**config.mk**
```make
export PLATFORM = sky130hd
export DESIGN_NAME = mul_serial_acc
export DESIGN_NICKNAME = d
export VERILOG_FILES = /design/src/rtl/mul_serial_acc.sv
export SDC_FILE = /design/constraint.sdc
export NUM_CORES = 1
export LEC_CHECK = 0
export BUFFER_PORTS_ARGS = -buffer_cell sky130_fd_sc_hd__buf_2
export CAP_MARGIN = 15
export CELL_PAD_IN_SITES_DETAIL_PLACEMENT = 1
export CELL_PAD_IN_SITES_GLOBAL_PLACEMENT = 1
export CORE_MARGIN = 4
export CORE_UTILIZATION = 50
export CTS_BUF_LIST = sky130_fd_sc_hd__clkbuf_8
export DETAILED_ROUTE_END_ITERATION = 8
export HOLD_SLACK_MARGIN = 0.15
export PLACE_DENSITY = 0.95
export SYNTH_ARGS = -nofsm -noshare
export SYNTH_HDL_FRONTEND = slang
export SYNTH_SLANG_ARGS = --single-unit
```
**constraint.sdc**
```tcl
create_clock -name clk -period 6.2 [get_ports clk]
set_input_delay 0.31 -clock clk [delete_from_list [all_inputs] [get_ports clk]]
set_output_delay 0.31 -clock clk [all_outputs]
set_load 0.05 [all_outputs]
```
**src/rtl/mul_serial_acc.sv**
```systemverilog
// Shift-accumulating receiver for the binary-serial multiply stream.
// Sums one partial product per enabled step into a signed 2*WIDTH product, then holds it under valid/ready.
module mul_serial_acc #(
   parameter int WIDTH = 16,
   parameter int DEPTH = 4
) (
   input  logic               clk,
   input  logic               rst,
   input  logic               en,
   input  logic               clr,
   input  logic [DEPTH-1:0]   i_idx,
   input  logic [2*WIDTH-1:0] i_pp,
   input  logic               i_ready,
   output logic               o_ready,
   output logic               o_valid,
   output logic [2*WIDTH-1:0] o_prod,
   output logic               o_err
);
   localparam int PW = 2 * WIDTH;
   localparam logic [DEPTH-1:0] LAST = DEPTH'(WIDTH - 1);

   typedef enum logic [1:0] {IDLE, ACC, HOLD} state_t;

   state_t            state_q, state_d;
   logic [PW-1:0]     acc_q, acc_d;
   logic [PW-1:0]     prod_q, prod_d;
   logic [DEPTH-1:0]  idx_q, idx_d;
   logic              valid_q, valid_d;
   logic              err_q, err_d;
   logic [PW-1:0]     term, step_sum;

   // The sign-bit step carries negative weight in two's complement, hence the subtract.
   always_comb begin
      term     = i_pp << i_idx;
      step_sum = (i_idx == LAST) ? (acc_q - term) : (acc_q + term);
   end

   always_comb begin
      state_d = state_q;
      acc_d   = acc_q;
      prod_d  = prod_q;
      idx_d   = idx_q;
      valid_d = valid_q;
      err_d   = err_q;
      case (state_q)
         IDLE: begin
            if (en) begin
               if (i_idx == '0) begin
                  acc_d   = term;
                  idx_d   = DEPTH'(1);
                  state_d = ACC;
               end else begin
                  err_d = 1'b1;
               end
            end
         end
         ACC: begin
            // idx_q never exceeds WIDTH-1, so out-of-range indices always mismatch.
            if (en) begin
               if (i_idx != idx_q) begin
                  err_d = 1'b1;
               end else if (i_idx == LAST) begin
                  prod_d  = step_sum;
                  valid_d = 1'b1;
                  acc_d   = '0;
                  idx_d   = '0;
                  state_d = HOLD;
               end else begin
                  acc_d = step_sum;
                  idx_d = idx_q + 1'b1;
               end
            end
         end
         HOLD: begin
            if (en) err_d = 1'b1;
            if (i_ready) begin
               valid_d = 1'b0;
               state_d = IDLE;
            end
         end
         default: state_d = IDLE;
      endcase
      if (clr) begin
         state_d = IDLE;
         acc_d   = '0;
         idx_d   = '0;
         valid_d = 1'b0;
         err_d   = 1'b0;
      end
   end

   always_ff @(posedge clk or posedge rst) begin
      if (rst) begin
         state_q <= IDLE;
         acc_q   <= '0;
         prod_q  <= '0;
         idx_q   <= '0;
         valid_q <= 1'b0;
         err_q   <= 1'b0;
      end else begin
         state_q <= state_d;
         acc_q   <= acc_d;
         prod_q  <= prod_d;
         idx_q   <= idx_d;
         valid_q <= valid_d;
         err_q   <= err_d;
      end
   end

   assign o_ready = (state_q != HOLD);
   assign o_valid = valid_q;
   assign o_prod  = prod_q;
   assign o_err   = err_q;
endmodule

```
==> results of run 1 <==
## synth_stat cells, types with 5 or more instances
cell type | count | area (sq um)
a211o_1 | 5 | 43.8
mux4_2 | 28 | 631
buf_2 | 5 | 25.0
inv_1 | 16 | 60.1
a22o_1 | 19 | 166
or3_1 | 8 | 50.1
a211oi_1 | 7 | 52.6
nor2b_1 | 11 | 68.8
nand2b_1 | 9 | 56.3
clkbuf_1 | 31 | 116
a31oi_1 | 5 | 31.3
xnor2_1 | 31 | 272
nand2_1 | 75 | 282
mux2i_1 | 24 | 240
o21a_1 | 5 | 37.5
nor3_1 | 12 | 60.1
o31ai_1 | 5 | 37.5
nand3_1 | 11 | 55.1
a21o_1 | 15 | 113
nor2_1 | 49 | 184
dfrtp_1 | 72 | 1800
and2_1 | 7 | 43.8
o21ai_0 | 58 | 290
ha_1 | 33 | 413
mux2_2 | 37 | 417
nand4_1 | 6 | 37.5
and3_1 | 5 | 31.3
a21oi_1 | 52 | 260
xor2_1 | 28 | 245
## per-layer routing
metal | track usage | vias to the layer above
li1 | - | 2958
met1 | 0.392 | 3323
met2 | 0.475 | 342
met3 | 0.0542 | 65
met4 | 0.112 | 0
met5 | 0 | -
## how the worst min path moves through the flow
| stage | from | to | slack [ns] | cells after the start |
|---|---|---|---|---|
| 2_1_floorplan | acc_q[11]$_DFFE_PP0P_ | acc_q[11]$_DFFE_PP0P_ | 0.46 | 2 |
| 3_3_place_gp | o_prod[1]$_DFFE_PP0P_ | o_prod[1]$_DFFE_PP0P_ | 0.46 | 2 |
| 3_5_place_dp | o_prod[25]$_DFFE_PP0P_ | o_prod[25]$_DFFE_PP0P_ | 0.47 | 2 |
| 4_1_cts | i_ready | o_valid$_DFFE_PP0P_ | 0.21 | 4 |
| 5_1_grt | i_ready | state_q[1]$_DFFE_PP0P_ | 0.21 | 3 |
| 6_report | rst | o_prod[7]$_DFFE_PP0P_ | 0.22 | 3 |
## state kept, by name, summed over array words and instances, names as in the netlist
signal,cells
idx_q,4
state_q,2
acc_q,32
o_prod,32
o_err,1
o_valid,1
## kinds of logic after synthesis
group                      share of synthesized area
buffers and inverters                         0.0402
and+or+nand+nor                                0.153
AOI/OAI and AO/OA                              0.205
xor gates and xnor gates                      0.0784
adders and majority gates                     0.0618
muxes                                          0.204
DFF                                            0.257
## area by class of cell
type | count | area, sq um | share of cell area
Clock buffer | 11 | 151 | 0.0195
Clock inverter | 5 | 31.3 | 0.00403
Inverter | 18 | 67.6 | 0.00870
Multi-Input combinational cell | 625 | 4940 | 0.636
Sequential cell | 72 | 1800 | 0.232
Tap cell | 176 | 220 | 0.0284
Timing Repair Buffer | 96 | 553 | 0.0712
## layout by cell type, fill, tap and decap left out, types with 5 or more instances in the layout
cell	count
buf_2	75
mux2_2	37
o31ai_1	5
a22o_1	19
dfrtp_1	72
nand4_1	6
and2_1	7
nand2b_1	9
nand2_1	75
inv_1	15
nor2_1	49
or3_1	8
mux4_2	28
a211o_1	5
nor3_1	12
xor2_1	28
nor2b_1	10
a21o_1	15
o21ai_0	58
clkbuf_8	11
xnor2_1	31
buf_4	20
a21oi_1	52
a211oi_1	7
o21a_1	5
and3_1	5
ha_1	33
mux2i_1	24
nand3_1	11
## worst reg2reg max path: stages (launching register included)
cell and delay [ns]:
dfrtp_1 0.37, inv_1 0.06, ha_1 0.23, fa_1 0.42, nor2b_1 0.14, o21a_1 0.16, o21ai_0 0.16, a21oi_1 0.39
o21ai_0 0.24, a21oi_1 0.49, a211o_1 0.20, a21oi_1 0.08, xnor2_1 0.18, a221o_1 0.37
## power breakdown
part,switching (W),leakage [nW],total [W],internal [W]
registers,0.0000180,0.979,0.000511,0.000493
clock network,0.000194,0.0951,0.000360,0.000166
logic,0.000483,2.59,0.000798,0.000315
## through the flow
stage,cell area (sq um),power (W)
6_report,7760,0.00167
5_1_grt,7760,0.00176
4_1_cts,7760,0.00165
3_5_place_dp,7580,0.00128
3_3_place_gp,7550,0.00123
2_1_floorplan,7010,0.00107
==> qor.yml, run 1 <==
worstPathCellList: "buf_2, mux4_1, mux2_2, a22o_1, or4_4, a211oi_4, o311a_2, a21boi_4, xnor2_1, ha_1, a211oi_1, or4b_2, a31o_2, o21ai_0, a21oi_1, or3_1, xnor2_1, nand2_1, a32o_1"
p_leak_nw: 3.66
drt_wl_total_mm: 23.1
dp_hpwl_mm: 17.4
ios: 76
critPathMaxFanout: 19
drv_slew: 0
grt_pass1_wl_mm: 38.2
crit_buf_inv: 1
gr-total-overflow: 0
relSlewSlack: 0.344
nets: 897
cp_slowest_cell: "or4b_2"
synth-edff-count: 0
cts_buffer_depth: 2
placed_cells: 987
htree_num_levels: 3
dieWidth_um: 126
critical_path_class: "input port to flop"
die_area_sq_mm: 0.0160
start_util: 0.519
syn-cell-area_sq_mm: 0.00701
synth_ff_type: "dfrtp_1"
setup_viol: 0
syn_nets: 834
cts_resized: 0
seq_area_frac_synth: 0.257
crit_arrival_ns: 6.08
fin_cells: 1003
antenna_found_initial: 0
syn_inst: 759
timing.fmax_mhz: 172
regToRegSetupSlack_ns: 2.59
gp_congestion: 0.910
drt.antenna.violating_nets: 0
final_hold_viol_count: 0
preCtsSetupSlack_ns: 0.121
yosys_warnings: 0
wl_per_cell_um: 23.0
cts_setup_buffers: 0
drive_gt1_frac: 0.249
core_area_sq_mm: 0.0135
grt_setup_unrepaired: "false"
min_period_ns: 5.82
r2r_cells: 13
outcome: "completed"
finalSetupTns_ns: 0
critPathMaxStageDelay_ns: 0.65
cts_sinks: 72
met1_length_mm: 9.88
cpMostUsedCell: "xnor2_1"
numPortBuffers: 75
drv_cap: 0
cts_made_buffers: 9
final_util: 0.575
grt_pass1_vias: 7173
antennaDiodeCount: 0
die_y_um: 126
critPathTopFamily: "compound AO/OA/AOI/OAI gates"
cp-startpoint: "i_idx[0]"
rr_startpoint: "acc_q[0]$_DFFE_PP0P_"
avgSynthCellArea_sq_um: 9.23
ir_drop_mv: 0.0937
hold_ws_ns: 0.217
critPathCaptureType: "flop"
drtPass1Iterations: 6
route.vias.total: 6688
ys_ff_latch: 72
worst_pin_slew_ns: 0.981
setup_slack_ns: 0.385
track_usage: 0.293
cts_tree: "done"
cts.root.buffer_cell: "clkbuf_8"
syn_to_final_growth_pct: 10.8
clk_latency_ns: 0.38
route.met2.wl_mm: 10.9
hold_path_class: "input port to asynchronous set/reset pin"
n_fill_cell: 1566
crit_end: "acc_q[29]$_DFFE_PP0P_"
grt_max_degree: 73
final.period_utilization: 0.938
fin_skew_ns: 0.0103
ys_types: 75
first_iter_violations: 458
top_layer: "met4"
viasPerCell: 6.67
p_per_area_mw_per_mm2: 215
drc: 0
num_rows: 42
wl_met3_mm: 1.53
cp.depth: 19
clkTransAtPathRegs_ns: 0.08
critPathLaunchType: "input port"
cts_hold_buffers: 0
critPathRequiredTime_ns: 6.47
async_flop_share: 1.00
rr_endpoint: "acc_q[28]$_DFFE_PP0P_"
Power figures use the tool's default switching activity.
==> inputs of run 2 (changes only) <==
--- a/config.mk
+++ b/config.mk
@@ -5,12 +5,13 @@
 export SDC_FILE = /design/constraint.sdc
 export NUM_CORES = 1
 export LEC_CHECK = 0
+export ABC_AREA = 1
 export BUFFER_PORTS_ARGS = -buffer_cell sky130_fd_sc_hd__buf_2
 export CAP_MARGIN = 15
 export CELL_PAD_IN_SITES_DETAIL_PLACEMENT = 1
 export CELL_PAD_IN_SITES_GLOBAL_PLACEMENT = 1
 export CORE_MARGIN = 4
-export CORE_UTILIZATION = 50
+export CORE_UTILIZATION = 43
 export CTS_BUF_LIST = sky130_fd_sc_hd__clkbuf_8
 export DETAILED_ROUTE_END_ITERATION = 8
 export HOLD_SLACK_MARGIN = 0.15
==> constraint.sdc (replaced) <==
create_clock -name clk -period 5.5 [get_ports clk]
set_input_delay 0.275 -clock clk [delete_from_list [all_inputs] [get_ports clk]]
set_output_delay 0.275 -clock clk [all_outputs]
set_load 0.05 [all_outputs]
==> run 2 against run 1 <==
Compared with the run above:
- via count rose by 19%
- hold slack lost 0.040 ns
- synthesized area rose by 2.9%
- power rose by 93%
- clock power is 39% higher
- die area increased by 18%
- final cell count is 43% higher
- first-iteration DRC count fell by 2.4%
- worst setup slack gained 0.29 ns
- sequential share of layout area down 0.50 points
==> qor.yml, run 2 <==
outcome: "completed"
finalSetupTns_ns: 0  # unchanged
cts_hold_buffers: 1  # +1
crit_buf_inv: 3  # +2
drc: 0  # unchanged
track_usage: 0.261  # -0.0319
clk_latency_ns: 0.39  # about the same
synthTopCellsByCount: "nand2_1 (381), nand3_1 (147), inv_1 (102), nor2_1 (96), o21ai_0 (74)"
clkTransAtPathRegs_ns: 0.09  # about the same
drtPass1Iterations: 5  # -1
critPathLaunchType: "input port"
n_fill_cell: 2316  # +48%
r2r_cells: 15  # +2
cts_resized: 0  # unchanged
syn_inst: 1156  # +52%
fin_skew_ns: 0.0224  # +0.0121 ns
drv_cap: 0  # unchanged
cp_slowest_cell: "buf_2"
multi_input_area_sq_mm: 0.00478  # -3.2%
crit_end: "acc_q[30]$_DFFE_PP0P_"
drive_gt1_frac: 0.109  # -0.140
seq_area_sq_mm: 0.00180  # unchanged
cts.root.buffer_cell: "clkbuf_8"
cp-startpoint: "i_idx[0]"
numPortBuffers: 75  # unchanged
final_cell_mix: "nand2_1 (381), nand3_1 (147), inv_1 (101)"
nets: 1283  # +43%
cts_tree: "done"
ys_ff_latch: 72  # unchanged
final_common_cell: "nand2_1"
route.vias.total: 7957  # +19%
p_per_area_mw_per_mm2: 406  # +89%
ys_types: 49  # -35%
worst_pin_slew_ns: 0.943  # -0.0379 ns
syn_to_final_growth_pct: 10.1
antenna_found_initial: 0  # unchanged
ios: 76  # unchanged
cts_setup_buffers: 0  # unchanged
syn-cell-area_sq_mm: 0.00721  # +2.9%
yosys_warnings: 0  # unchanged
drv_slew: 0  # unchanged
synth_top_area_share: 0.250  # -0.00719
avgSynthCellArea_sq_um: 6.23  # -32%
critical_path_class: "input port to flop"
critPathMaxFanout: 34  # +15
hold_ws_ns: 0.177  # -0.0403 ns
hold_path_class: "input port to asynchronous set/reset pin"
relSlewSlack: 0.371  # +0.0277
gr-total-overflow: 0  # unchanged
dieWidth_um: 137  # +8.8%
cp.depth: 26  # +7
viasPerCell: 5.55  # -17%
crit_arrival_ns: 5.09  # -0.99 ns
gp_congestion: 0.935  # +2.8%
cts_sinks: 72  # unchanged
wl_per_cell_um: 17.0  # -26%
cpMostUsedCell: "nand2_1"
dp_hpwl_mm: 19.1  # +10%
drt_wl_total_mm: 24.4  # +5.6%
grt_setup_unrepaired: "false"
cts_made_buffers: 9  # unchanged
critPathMaxStageDelay_ns: 0.47  # -0.18 ns
synth-edff-count: 0  # unchanged
regToRegSetupSlack_ns: 1.97  # -0.62 ns
cts_buffer_depth: 2  # unchanged
rr_endpoint: "acc_q[24]$_DFFE_PP0P_"
seq_area_frac_synth: 0.250  # -0.00719
drt.antenna.violating_nets: 0  # unchanged
grt_pass1_wl_mm: 39.8  # +4.0%
timing.fmax_mhz: 207
ir_drop_mv: 0.156  # +67%
setup_viol: 0  # unchanged
num_rows: 47  # +12%
critPathTopFamily: "simple AND/OR/NAND/NOR gates"
critPathCaptureType: "flop"
min_period_ns: 4.82
critPathRequiredTime_ns: 5.77  # -0.70 ns
htree_num_levels: 3  # unchanged
first_iter_violations: 447  # -2.4%
synth_ff_type: "dfrtp_1"
synth_largest_area_cell: "dfrtp_1"
grt_max_degree: 73  # unchanged
die_y_um: 137  # +8.8%
die_area_sq_mm: 0.0189  # +18%
synth_most_common_cell: "nand2_1"
syn_nets: 1231  # +48%
core_area_sq_mm: 0.0165  # +22%
placed_cell_area_sq_mm: 0.00770  # +1.5%
rr_startpoint: "state_q[0]$_DFFE_PP0P_"
p_leak_nw: 4.35  # +19%
async_flop_share: 1.00  # unchanged
final_hold_viol_count: 0  # unchanged
stdcell_area_sq_mm: 0.00794  # +2.2%
start_util: 0.436  # -0.0826
final.period_utilization: 0.877
synth_area_leaders: "dfrtp_1 (25%), nand2_1 (20%), nand3_1 (10%)"
grt_pass1_vias: 8043  # +12%
antennaDiodeCount: 0  # unchanged
[run 2: cell count changes in the layout (fill, tap and decap cells not counted), sizes merged, moves of 11 or more]
cell   delta
mux4     -31
a22o     -19
xnor2    -26
o21ai    +29
mux2i    -24
nand2   +306
nand3   +139
inv      +92
buf      -15
nor2     +53
mux2     -42
nor2b    -11
[run 2: cell families after synthesis]
group | share of synthesized area
compound gates | 0.150
xor+xnor | 0.0535
fa+ha+maj | 0.0601
buf+inv | 0.0870
flops | 0.250
simple gates | 0.399
[run 2: metal layers]
| layer | vias up | wire length, um | global-route usage |
|---|---|---|---|
| met3 | 36 | 1030 | 0.0303 |
| met4 | 0 | 495 | 0.0765 |
| li1 | 3910 | - | - |
| met2 | 189 | 11300 | 0.432 |
| met1 | 3822 | 11600 | 0.359 |
| met5 | - | 0 | 0 |
[run 2: layout make-up]
cell class	instances	area share
Clock inverter	6	0.0115
Sequential cell	72	0.227
Clock buffer	10	0.0173
Timing Repair Buffer	82	0.0542
Multi-Input combinational cell	933	0.602
Inverter	110	0.0527
Tap cell	220	0.0347
[run 2: through the flow]
| stage | power [W] | cells | setup WS (ns) | utilization |
|---|---|---|---|---|
| after global placement | 0.00260 | 1416 | 0.371 | 0.466 |
| final | 0.00322 | 1433 | 0.677 | 0.480 |
| after global routing | 0.00347 | 1433 | 0.186 | 0.480 |
| after detailed placement | 0.00268 | 1416 | 0.320 | 0.466 |
| after CTS | 0.00320 | 1433 | 0.717 | 0.480 |
| after floorplan | 0.00213 | 1156 | 1.98 | - |
[run 2: worst min path at each step]
stage                                 startpoint                endpoint
final                                        rst  o_prod[29]$_DFFE_PP0P_
after floorplan                              clr       o_err$_DFFE_PP0P_
after global routing                     i_ready  state_q[1]$_DFFE_PP0P_
after global placement    o_prod[29]$_DFFE_PP0P_  o_prod[29]$_DFFE_PP0P_
after detailed placement  o_prod[27]$_DFFE_PP0P_  o_prod[27]$_DFFE_PP0P_
after CTS                                i_ready  state_q[1]$_DFFE_PP0P_
[run 2: worst register-to-register path, stage by stage (launching register included)]
cell and delay, ns:
dfrtp_1 0.41, inv_1 0.12, nor2_2 0.04, buf_4 0.26
clkinv_1 0.10, buf_4 0.34, nor2_1 0.12, inv_1 0.11
nor2_1 0.09, nor3_4 0.36, nand2_2 0.14, nor2_4 0.49
inv_1 0.28, a31oi_1 0.40, nand2_1 0.12, nand2_1 0.08
[run 2: report_power, final]
part	internal, W	switching, W
Sequential	0.000657	0.0000878
Combinational	0.000588	0.00139
Clock	0.000269	0.000232
Total	0.00151	0.00171
